--- src/rtl/sprite_compositor.sv ---
`default_nettype none
// ============================================================================
// Module   : sprite_compositor
// Purpose  : Pipelined NUM_SPR-sprite pixel compositor. Stage S0 computes each
//            sprite's region hit and ROM address, a delay line waits out the
//            ROM latency, stage S1 merges the sprites by fixed priority
//            (index 0 highest) over the background pixel. Each sprite has a
//            4-bit hit-flash counter decremented once per frame.
// Ports    : clk, rst_l (async, active low)
//            bright, hCount, vCount, bg_rgb  : upstream timing + background
//            spr_x, spr_y                    : sprite top-left, 10 b each
//            hit_pulse                       : start flash per sprite
//            spr_flip                        : mirror per sprite (macro only)
//            rom_addr / rom_pixel            : sprite ROM interface
//            rgb                             : composited pixel out
// Config   : SPRITE_MIRROR_EN enables spr_flip and horizontal mirroring.
// Revision : 1.0 - initial release
// ============================================================================
module sprite_compositor #(
    parameter int NUM_SPR      = 2,
    parameter int SPR_W        = 128,
    parameter int SPR_H        = 128,
    parameter int AW           = 14,
    parameter int ROM_LAT      = 1,
    parameter int FLASH_FRAMES = 8
) (
    input  logic                  clk,
    input  logic                  rst_l,
    input  logic                  bright,
    input  logic [9:0]            hCount,
    input  logic [9:0]            vCount,
    input  logic [11:0]           bg_rgb,
    input  logic [NUM_SPR*10-1:0] spr_x,
    input  logic [NUM_SPR*10-1:0] spr_y,
    input  logic [NUM_SPR-1:0]    hit_pulse,
`ifdef SPRITE_MIRROR_EN
    input  logic [NUM_SPR-1:0]    spr_flip,
`endif
    output logic [NUM_SPR*AW-1:0] rom_addr,
    input  logic [NUM_SPR*12-1:0] rom_pixel,
    output logic [11:0]           rgb
);

    localparam int LXW = $clog2(SPR_W);
    localparam int LYW = $clog2(SPR_H);

    // S0 combinational results
    logic [NUM_SPR-1:0]    region_d;
    logic [NUM_SPR*AW-1:0] addr_d;

    // Pipeline state: index 0 is the S0 register, index ROM_LAT lines up
    // with rom_pixel.
    logic [NUM_SPR*AW-1:0] rom_addr_q;
    logic                  bright_q [0:ROM_LAT];
    logic [NUM_SPR-1:0]    region_q [0:ROM_LAT];
    logic [11:0]           bg_q     [0:ROM_LAT];

    logic                  origin_q;
    logic                  origin_qq;
    logic                  frame_tick;

    logic [NUM_SPR-1:0]    opaque;
    logic [NUM_SPR-1:0]    flash_on;
    logic [11:0]           rgb_d;
    logic [11:0]           rgb_q;

    // Edge detect of the registered origin flag: one tick per frame even if
    // the timing generator holds hCount/vCount at 0 for several clocks.
    assign frame_tick = origin_q & ~origin_qq;

    for (genvar i = 0; i < NUM_SPR; i++) begin : g_spr
        logic [10:0]    h11, v11, x11, y11;
        logic [LXW-1:0] dx;
        logic [LXW-1:0] lx;
        logic [LYW-1:0] ly;
        logic [3:0]     cnt_q, cnt_d;

        // 11-bit compare so x+SPR_W past 1023 does not wrap around.
        assign h11 = {1'b0, hCount};
        assign v11 = {1'b0, vCount};
        assign x11 = {1'b0, spr_x[10*i +: 10]};
        assign y11 = {1'b0, spr_y[10*i +: 10]};

        assign region_d[i] = (h11 >= x11) && (h11 < x11 + 11'(SPR_W)) &&
                             (v11 >= y11) && (v11 < y11 + 11'(SPR_H));

        assign dx = LXW'(hCount - spr_x[10*i +: 10]);
        assign ly = LYW'(vCount - spr_y[10*i +: 10]);
`ifdef SPRITE_MIRROR_EN
        // SPR_W-1-dx in LXW bits is just the bitwise inverse of dx.
        assign lx = spr_flip[i] ? ~dx : dx;
`else
        assign lx = dx;
`endif
        // SPR_W is a power of two, so ly*SPR_W+lx is a concatenation.
        assign addr_d[i*AW +: AW] = region_d[i] ? AW'({ly, lx}) : '0;

        // Colour keys 0x00C..0x00F are transparent.
        assign opaque[i] = region_q[ROM_LAT][i] &&
                           !((rom_pixel[12*i+4 +: 8] == 8'h00) &&
                             (rom_pixel[12*i+2 +: 2] == 2'b11));

        // Hit load has priority over the frame decrement.
        always_comb begin
            cnt_d = cnt_q;
            if (hit_pulse[i]) begin
                cnt_d = 4'(FLASH_FRAMES);
            end else if (frame_tick && (cnt_q != 4'd0)) begin
                cnt_d = cnt_q - 4'd1;
            end
        end

        always_ff @(posedge clk or negedge rst_l) begin
            if (!rst_l) begin
                cnt_q <= 4'd0;
            end else begin
                cnt_q <= cnt_d;
            end
        end

        assign flash_on[i] = (cnt_q != 4'd0) && cnt_q[0];
    end

    // S0 registers, ROM-latency delay line and frame-origin flags
    always_ff @(posedge clk or negedge rst_l) begin
        if (!rst_l) begin
            rom_addr_q <= '0;
            origin_q   <= 1'b0;
            origin_qq  <= 1'b0;
            for (int k = 0; k <= ROM_LAT; k++) begin
                bright_q[k] <= 1'b0;
                region_q[k] <= '0;
                bg_q[k]     <= 12'h000;
            end
        end else begin
            rom_addr_q  <= addr_d;
            bright_q[0] <= bright;
            region_q[0] <= region_d;
            bg_q[0]     <= bg_rgb;
            origin_q    <= (hCount == 10'd0) && (vCount == 10'd0);
            origin_qq   <= origin_q;
            for (int k = 1; k <= ROM_LAT; k++) begin
                bright_q[k] <= bright_q[k-1];
                region_q[k] <= region_q[k-1];
                bg_q[k]     <= bg_q[k-1];
            end
        end
    end

    // S1 compose: walk from lowest to highest priority so index 0 wins.
    always_comb begin
        rgb_d = bg_q[ROM_LAT];
        for (int i = NUM_SPR - 1; i >= 0; i--) begin
            if (opaque[i]) begin
                rgb_d = flash_on[i] ? 12'hFFF : rom_pixel[12*i +: 12];
            end
        end
        if (!bright_q[ROM_LAT]) begin
            rgb_d = 12'h000;
        end
    end

    always_ff @(posedge clk or negedge rst_l) begin
        if (!rst_l) begin
            rgb_q <= 12'h000;
        end else begin
            rgb_q <= rgb_d;
        end
    end

    assign rom_addr = rom_addr_q;
    assign rgb      = rgb_q;

endmodule
`default_nettype wire

--- config.mk ---
export PLATFORM = sky130hd
export DESIGN_NAME = sprite_compositor
export DESIGN_NICKNAME = d
export VERILOG_FILES = /design/src/rtl/sprite_compositor.sv
export SDC_FILE = /design/constraint.sdc
export NUM_CORES = 1
export LEC_CHECK = 0
export CELL_PAD_IN_SITES_DETAIL_PLACEMENT = 1
export CELL_PAD_IN_SITES_GLOBAL_PLACEMENT = 2
export CORE_MARGIN = 5
export CORE_UTILIZATION = 31
export DETAILED_ROUTE_END_ITERATION = 10
export GPL_ROUTABILITY_DRIVEN = 0
export HOLD_SLACK_MARGIN = 0.05
export PLACE_DENSITY_LB_ADDON = 0.1
export SYNTH_ARGS = -nofsm -noshare
export SYNTH_HDL_FRONTEND = slang
export SYNTH_SLANG_ARGS = --single-unit
--- constraint.sdc ---
create_clock -name clk -period 3.65 [get_ports clk]
set_input_delay 1.095 -clock clk [delete_from_list [all_inputs] [get_ports clk]]
set_output_delay 1.095 -clock clk [all_outputs]
set_load 0.02 [all_outputs]
# Word-level counts from Yosys, hierarchy flattened
# Cells that the tools add are included.
word_totals:
  wordCells: 70
  ff_bits: 80
  input_bits: 101
  out_inout_bits: 40
op_classes:
  addsub: 10
  magnitude_cmp: 8
  n_eq_ne: 2
  bitwise: 2
  n_mux: 11
  reduce_logical: 25
op_table:
  columns: ["operator", "n"]
  rows:
  - ["12-bit 2-to-1 mux", 5]
  - ["10-bit by 8-bit adder with 11-bit output, second input constant", 4]
  - ["10-bit by 11-bit less-than comparator with 1-bit output", 4]
  - ["10-bit greater-or-equal comparator", 4]
  - ["14-bit 2-to-1 mux", 2]
  - ["7-bit subtractor", 4]
  - ["10-bit zero test", 2]
  - ["8-bit zero test", 2]
  - ["4-bit 2-to-1 mux", 4]
  - ["1-bit logical AND", 15]
  - ["4-bit nonzero test", 2]
  - ["4-bit by 1-bit subtractor with 4-bit output, second input constant", 2]
  - ["2-bit equality test, second input constant", 2]
  - ["2-bit nonzero test", 2]
  - ["1-bit zero test", 2]
  - ["1-bit AND", 1]
  - ["1-bit NOT", 1]

# Longest topological paths before layout
# Gate-level depths: netlist (run 1).
logic_depth:
  ltp_word: 7
  ltp_mapped: 10
  depth_no_buf: 9

# Worst setup path before layout (run 1)
# No wires, ideal clock.
synth_path:
  kind: "input -> register"
  startpoint: "input port hCount[0]"
  endpoint: "register rom_addr_q[18] (netlist: rom_addr[18])"
  path_stages: 10
  setup_time_ns: 0.143
  path_slack_ns: 0.669
  n_path_buf: 1
  required_time_ns: 3.507
  arrival_time_ns: 2.838
  cell_sequence: "inv_1 > ha_1 > inv_1 > fa_1 > a211oi_1 > o21ai_0 > o211a_1 > o22ai_2 > buf_2 > nor4_1"
synth_between:
  elab_chain_cells: 5
  elab_cells_between_ends: 7
  cone_classes: "add/sub: 1; order compare: 2; mux: 1; reduce/logical: 3"
synth_rtl:
  columns: ["item", "line", "source"]
  rows:
  - ["from (decl)", "30", "input logic [9:0] hCount,"]
  - ["10-bit by 11-bit less-than comparator with 1-bit output or 10-bit greater-or-equal comparator (tied branches)", "84", "assign region_d[i] = (h11 >= x11) && (h11 < x11 + 11'(SPR_W)) &&"]
  - ["1-bit logical AND (2 in series)", "84", null]
  - ["1-bit logical AND", "85", "(v11 >= y11) && (v11 < y11 + 11'(SPR_H));"]
  - ["14-bit 2-to-1 mux (*)", "96", "assign addr_d[i*AW +: AW] = region_d[i] ? AW'({ly, lx}) : '0;"]
  - ["named net addr_d[18]", "49", "logic [NUM_SPR*AW-1:0] addr_d;"]
  - ["to (signal assigned)", "136", "rom_addr_q <= addr_d;"]
  - ["to (decl)", "53", "logic [NUM_SPR*AW-1:0] rom_addr_q;"]
# The timed path passes the listed nets; every way through them passes the cells marked *.
# A chain may end at the register's enable or synchronous reset.

# Worst setup path after layout (run 1)
layout_path:
  startpoint: "input port spr_x[8]"
  endpoint: "register rom_addr_q[5] (netlist: rom_addr[5])"
layout_between:
  elab_chain_cells: 6
  elab_cells_between_ends: 7
  cone_classes: "add/sub: 1; order compare: 2; mux: 1; reduce/logical: 3"
layout_rtl:
  columns: ["item", "line", "source"]
  rows:
  - ["from (decl)", "33", "input logic [NUM_SPR*10-1:0] spr_x,"]
  - ["10-bit by 8-bit adder with 11-bit output", "84", null]
  - ["10-bit by 11-bit less-than comparator with 1-bit output", "84", null]
  - ["1-bit logical AND (*) (2 in series)", "84", null]
  - ["1-bit logical AND (*)", "85", null]
  - ["14-bit 2-to-1 mux (*)", "96", null]
  - ["named net addr_d[5]", "49", null]
# Marks and branches as above.

==> flow_summary.toml, run 1 <==
[pwr]
p_int_mw = 1.88
fin_total_pwr_mw = 2.59
p_seq_share_pct = 36.4
clockPowerShare_pct = 37.2
leakagePower_nw = 3.10
power_frac_comb_pct = 26.3
switchingPower_mw = 0.714
pwr_density_cell_nw_per_um2 = 375
switching_share_pct = 27.6
ir_worst_vdd_mv = 0.221

[finish]
final_common_cell = "clkdlybuf4s50_1"
final_cell_area_sq_um = 6900
layout_common_cells = "clkdlybuf4s50_1, dfrtp_1, inv_1"
final_nets = 797
fillers = 1711
area_growth_pct = 43.3
layout-drive-gt1-share_pct = 8.79
antennaDiodeCount = 0
fin_util_pct = 45.4

[clock_network]
post_cts_resized = 0
clock_latency_ns = 0.33
cts_buffers = 9
path_clk_slew_ns = 0.06
clk_path_buf_depth = 2
clock-sinks = 80
cts_tree = "built"
cts_hold_buf = 0
htree_num_levels = 3
post_cts_buffers = 0
clockRootBuffer = "clkbuf_16"

[detailed_routing]
drt-pass1-iter-count = 4
wl_microns = 15000
vias = 4164
avgViaCountPerCell = 5.05
antenna_left = 0
drcViolationCount = 0
wl_per_cell_microns = 18.1
drt_iter0_drc = 151

[placed_design]
placed_cell_area_sq_um = 6570
hpwlAfterDp_microns = 12200
port-buffer-count = 140

[sta]
setup_viol = 0
max_slew_margin_pct = 34.2
fin_crit_sh_pct = 89.0
hold_slack_ns = 0.346
drv_slew = 0
skew_ns = 0.00415
max_clock_freq_ghz = 0.308
worst_slew_pin_slew_ns = 0.986
hold_violations = 0
tns_ns = 0
rsz0062_at_grt = "no"
final.min_clock_period_ns = 3.25

[worst_setup_path]
start_kind = "input port"
critPathKind = "in2reg"
required_ns = 3.87
path_max_fanout = 15
crit_path_end_kind = "flop"
cp.arrival_ns = 3.47
r2r_cells = 7

[die]
die_h_microns = 135
coreArea_sq_um = 15200
start_util_pct = 31.7
die_area_sq_um = 18100
io-pin-count = 141
die_w_microns = 135
rows = 45

[run_status]
run_status = "complete, no violations"

[yosys]
synthTopCellsByArea = "dfrtp_1, ha_1, inv_1"
synth_top_area_cell = "dfrtp_1"
postSynth.asyncResetShare_pct = 100
synth-seq-cells = 80
synth_area_sq_um = 4810
syn-mean-instance-area_sq_um = 10.2
ys_warn_count = 0
synthCells = 474
synth-edff-count = 0
syn_nets = 639
yosysUniqueCellTypes = 49
yosysSeqAreaShare_pct = 41.6
synth_top_area_share_pct = 41.6
synth_flop_cell = "dfrtp_1"

[global_routing]
grt_max_degree = 81
grt_pass1_vias = 4514
gr-total-overflow = 0
antenna_found_initial = 0
track_usage_pct = 16.7
grt_pass1_wl_microns = 23900

[hold_path]
timing.hold.worst_path_depth = 0
hold_class = "reg2reg"

[flow_run]
drv_cap = 0
==> registers in the layout, indices dropped and copies added, names as in the netlist <==
register,flops
rom_addr,28
bg_q,24
rgb,12
g_spr.cnt_q,8
region_q,4
bright_q,2
origin_q,1
origin_qq,1
==> area by class of cell <==
type | instances | area (sq um) | share of cell area (%)
flip-flops and latches | 80 | 2000 | 29.0
well taps | 188 | 235 | 3.41
inverters | 61 | 229 | 3.32
clock buffers | 10 | 239 | 3.46
repair buffers | 158 | 1570 | 22.8
multi-input cells | 322 | 2530 | 36.7
clock inverters | 6 | 92.6 | 1.34
==> power groups by stage <==
stage / clock network [mW] / registers [mW] / logic (mW)
final: 0.964 / 0.943 / 0.682
after floorplan: 0 / 0.987 / 0.323
after global placement: 0 / 0.958 / 0.672
after global routing: 1.04 / 0.947 / 0.750
after detailed placement: 0 / 0.959 / 0.683
after CTS: 0.993 / 0.944 / 0.689
==> path summary, 6_finish.rpt <==
kind	start	to	slack (ns)
worst min register to register	bg_q[23]	bg_q[11]	0.35
worst max register to register	g_spr[1].cnt_q[0]	rgb[5]	1.69
min in group asynchronous	rst_l	rgb[3]	0.92
worst max-delay path	spr_x[8]	rom_addr[5]	0.40
worst min-delay path	bg_q[23]	bg_q[11]	0.35
max in group asynchronous	rst_l	g_spr[0].cnt_q[1]	2.08
==> synth_stat cells (2+ instances only) <==
cell       n
a32oi_1    2
nand4_1    5
nor3_1    15
buf_2      3
nor4b_1    3
nand2b_1   3
nor4_1    17
o221a_2   10
and4_1     2
o21bai_1   3
nand3b_1   2
a31oi_1    4
nand3_1   12
o21ai_0   19
a21oi_1   33
nor4_2     7
a311oi_1   2
clkbuf_1   7
nand2_1   21
dfrtp_1   80
ha_1      60
and3_1     3
a211oi_1   7
o21ai_1    2
o32a_1    10
inv_1     61
xor2_1     9
a21boi_0   2
fa_1       4
a21o_1    11
xnor2_1   15
nor2_1    20
o22ai_1    3
nor3b_1    2
==> per-stage QoR <==
| stage | setup slack (ns) | instances |
|---|---|---|
| 2_1_floorplan | 0.669 | 474 |
| 3_3_place_gp | 0.160 | 809 |
| 3_5_place_dp | 0.0533 | 809 |
| 4_1_cts | 0.402 | 825 |
| 5_1_grt | 0.254 | 825 |
| 6_report | 0.402 | 825 |
==> worst max-delay path: stages <==
cell	delay [ns]
clkdlybuf4s50_1	0.49
ha_1	0.23
xnor2_1	0.12
ha_1	0.31
nand2_1	0.08
a311oi_1	0.06
a21boi_2	0.18
a2111o_1	0.43
buf_12	0.17
nor4_1	0.30
==> layer usage <==
layer  part of all wire [%]  global-route usage, %  vias up  wire, microns
li1                       -                      -     2048              -
met2                     51                   29.4      113           7560
met3                    4.3                   3.06        6            648
met5                      0                      0        -              0
met4                   0.77                   4.19        0            115
met1                     44                   21.2     1997           6630
==> kinds of logic after synthesis <==
group,count (synthesis),synth area share (%)
AO/OA/AOI/OAI,120,17.7
AND/OR/NAND/NOR,114,13.3
flip-flops,80,41.6
buffers and inverters,72,5.85
adder cells (fa/ha/maj),64,17.3
XOR/XNOR,24,4.37
(Power assumes the default switching activity.)
==> inputs of run 2 (changes only) <==
--- a/config.mk
+++ b/config.mk
@@ -13,6 +13,7 @@
 export GPL_ROUTABILITY_DRIVEN = 0
 export HOLD_SLACK_MARGIN = 0.05
 export PLACE_DENSITY_LB_ADDON = 0.1
+export SLEW_MARGIN = 20
 export SYNTH_ARGS = -nofsm -noshare
 export SYNTH_HDL_FRONTEND = slang
 export SYNTH_SLANG_ARGS = --single-unit
==> flow_summary.toml, run 2 (same netlist as run 1, synthesis figures left out) <==
[pwr]
ir_worst_vdd_mv = 0.221
fin_total_pwr_mw = 2.59
pwr_density_cell_nw_per_um2 = 375
leakagePower_nw = 3.10

[placed_design]
place_worst_setup_slack_ns = 0.0533
placed_cell_area_sq_um = 6570
place_inst = 809
hpwlAfterDp_microns = 12200
port-buffer-count = 140

[flow_run]
drv_cap = 0

[finish]
antennaDiodeCount = 0
final_cell_area_sq_um = 6900
layout_common_cells = "clkdlybuf4s50_1, dfrtp_1, inv_1"
area_growth_pct = 43.4
largest_reg_flops = 28
layout-drive-gt1-share_pct = 8.79
fillers = 1709
final_nets = 797
fin_util_pct = 45.4
register_area_sq_um = 2000
post_layout_nonfiller_instances = 825
final_common_cell = "clkdlybuf4s50_1"
multi_input_area_sq_um = 2530

[die]
rows = 45
die_w_microns = 135
io-pin-count = 141
start_util_pct = 31.7
die_h_microns = 135
coreArea_sq_um = 15200
die_area_sq_um = 18100

[clock_network]
cts_hold_buf = 0
htree_num_levels = 3
clock_latency_ns = 0.33
clockRootBuffer = "clkbuf_16"
cts_tree = "built"
path_clk_slew_ns = 0.06
post_cts_buffers = 0
clk_path_buf_depth = 2
cts_buffers = 9
clock-sinks = 80
post_cts_resized = 0

[worst_setup_path]
crit_path_end_kind = "flop"
required_ns = 3.87
start_kind = "input port"
crit_top_cell = "ha_1"
critPathMaxStageDelay_ns = 0.49
critPathKind = "in2reg"
crit_chain = "clkdlybuf4s50_1, ha_1, xnor2_1, ha_1, nand2_1, a311oi_1, a21boi_2, a2111o_1, buf_12, nor4_1"
critPathSlowestCell = "clkdlybuf4s50_1"
path_max_fanout = 15
cp.arrival_ns = 3.47

[global_routing]
track_usage_pct = 16.7
grt_max_degree = 81
grt_pass1_vias = 4514
grt_pass1_wl_microns = 23900
gr-total-overflow = 0
antenna_found_initial = 0

[sta]
hold_slack_ns = 0.346
max_clock_freq_ghz = 0.308
setup_slack_ns = 0.402
drv_slew = 0
max_slew_margin_pct = 52.3
setup_viol = 0
tns_ns = 0
final.min_clock_period_ns = 3.25
worst_slew_pin_slew_ns = 0.716
hold_violations = 0
rsz0062_at_grt = "no"
fin_crit_sh_pct = 89.0
skew_ns = 0.00415

[detailed_routing]
avgViaCountPerCell = 5.05
antenna_left = 0
wl_microns = 15000
wl_per_cell_microns = 18.1
drt-pass1-iter-count = 4
drt_iter0_drc = 151
drcViolationCount = 0
vias = 4164

[hold_path]
hold_class = "reg2reg"

[run_status]
run_status = "complete, no violations"
run 2: cell counts in the layout (fill, tap and decap cells not counted):
Identical to the previous run, type by type.
run 2: area by class of cell:
cell class	instances	area share (%)
inverters	61	3.32
clock buffers	10	3.46
clock inverters	6	1.34
repair buffers	158	22.8
flip-flops and latches	80	29.0
multi-input cells	322	36.7
well taps	188	3.41
run 2: power by group:
| part | total, mW | leakage [nW] | switching [mW] | internal, mW |
|---|---|---|---|---|
| combinational | 0.682 | 1.92 | 0.354 | 0.328 |
| clock | 0.964 | 0.155 | 0.345 | 0.619 |
| sequential | 0.943 | 1.03 | 0.0145 | 0.928 |
run 2: worst max-delay path: cells and delay by family:
family                   cells  cell delay [ns]
buffers and inverters        2             0.66
XOR/XNOR                     1             0.12
AND/OR/NAND/NOR              2             0.38
AO/OA/AOI/OAI                3             0.67
adder cells (fa/ha/maj)      2             0.54
run 2: final timing paths:
check | from | end | slack [ns] | cells after the start
worst max register to register | g_spr[1].cnt_q[0] | rgb[5] | 1.69 | 7
max in group asynchronous | rst_l | g_spr[0].cnt_q[1] | 2.36 | 1
worst min-delay path | bg_q[23] | bg_q[11] | 0.35 | 0
worst min register to register | bg_q[23] | bg_q[11] | 0.35 | 0
min in group asynchronous | rst_l | rgb[3] | 0.79 | 1
worst max-delay path | spr_x[8] | rom_addr[5] | 0.40 | 10
run 2: layer usage:
layer | global-route usage [%] | wire, microns
met5 | 0 | 0
met4 | 4.19 | 115
met3 | 3.06 | 648
met2 | 29.4 | 7560
met1 | 21.2 | 6630
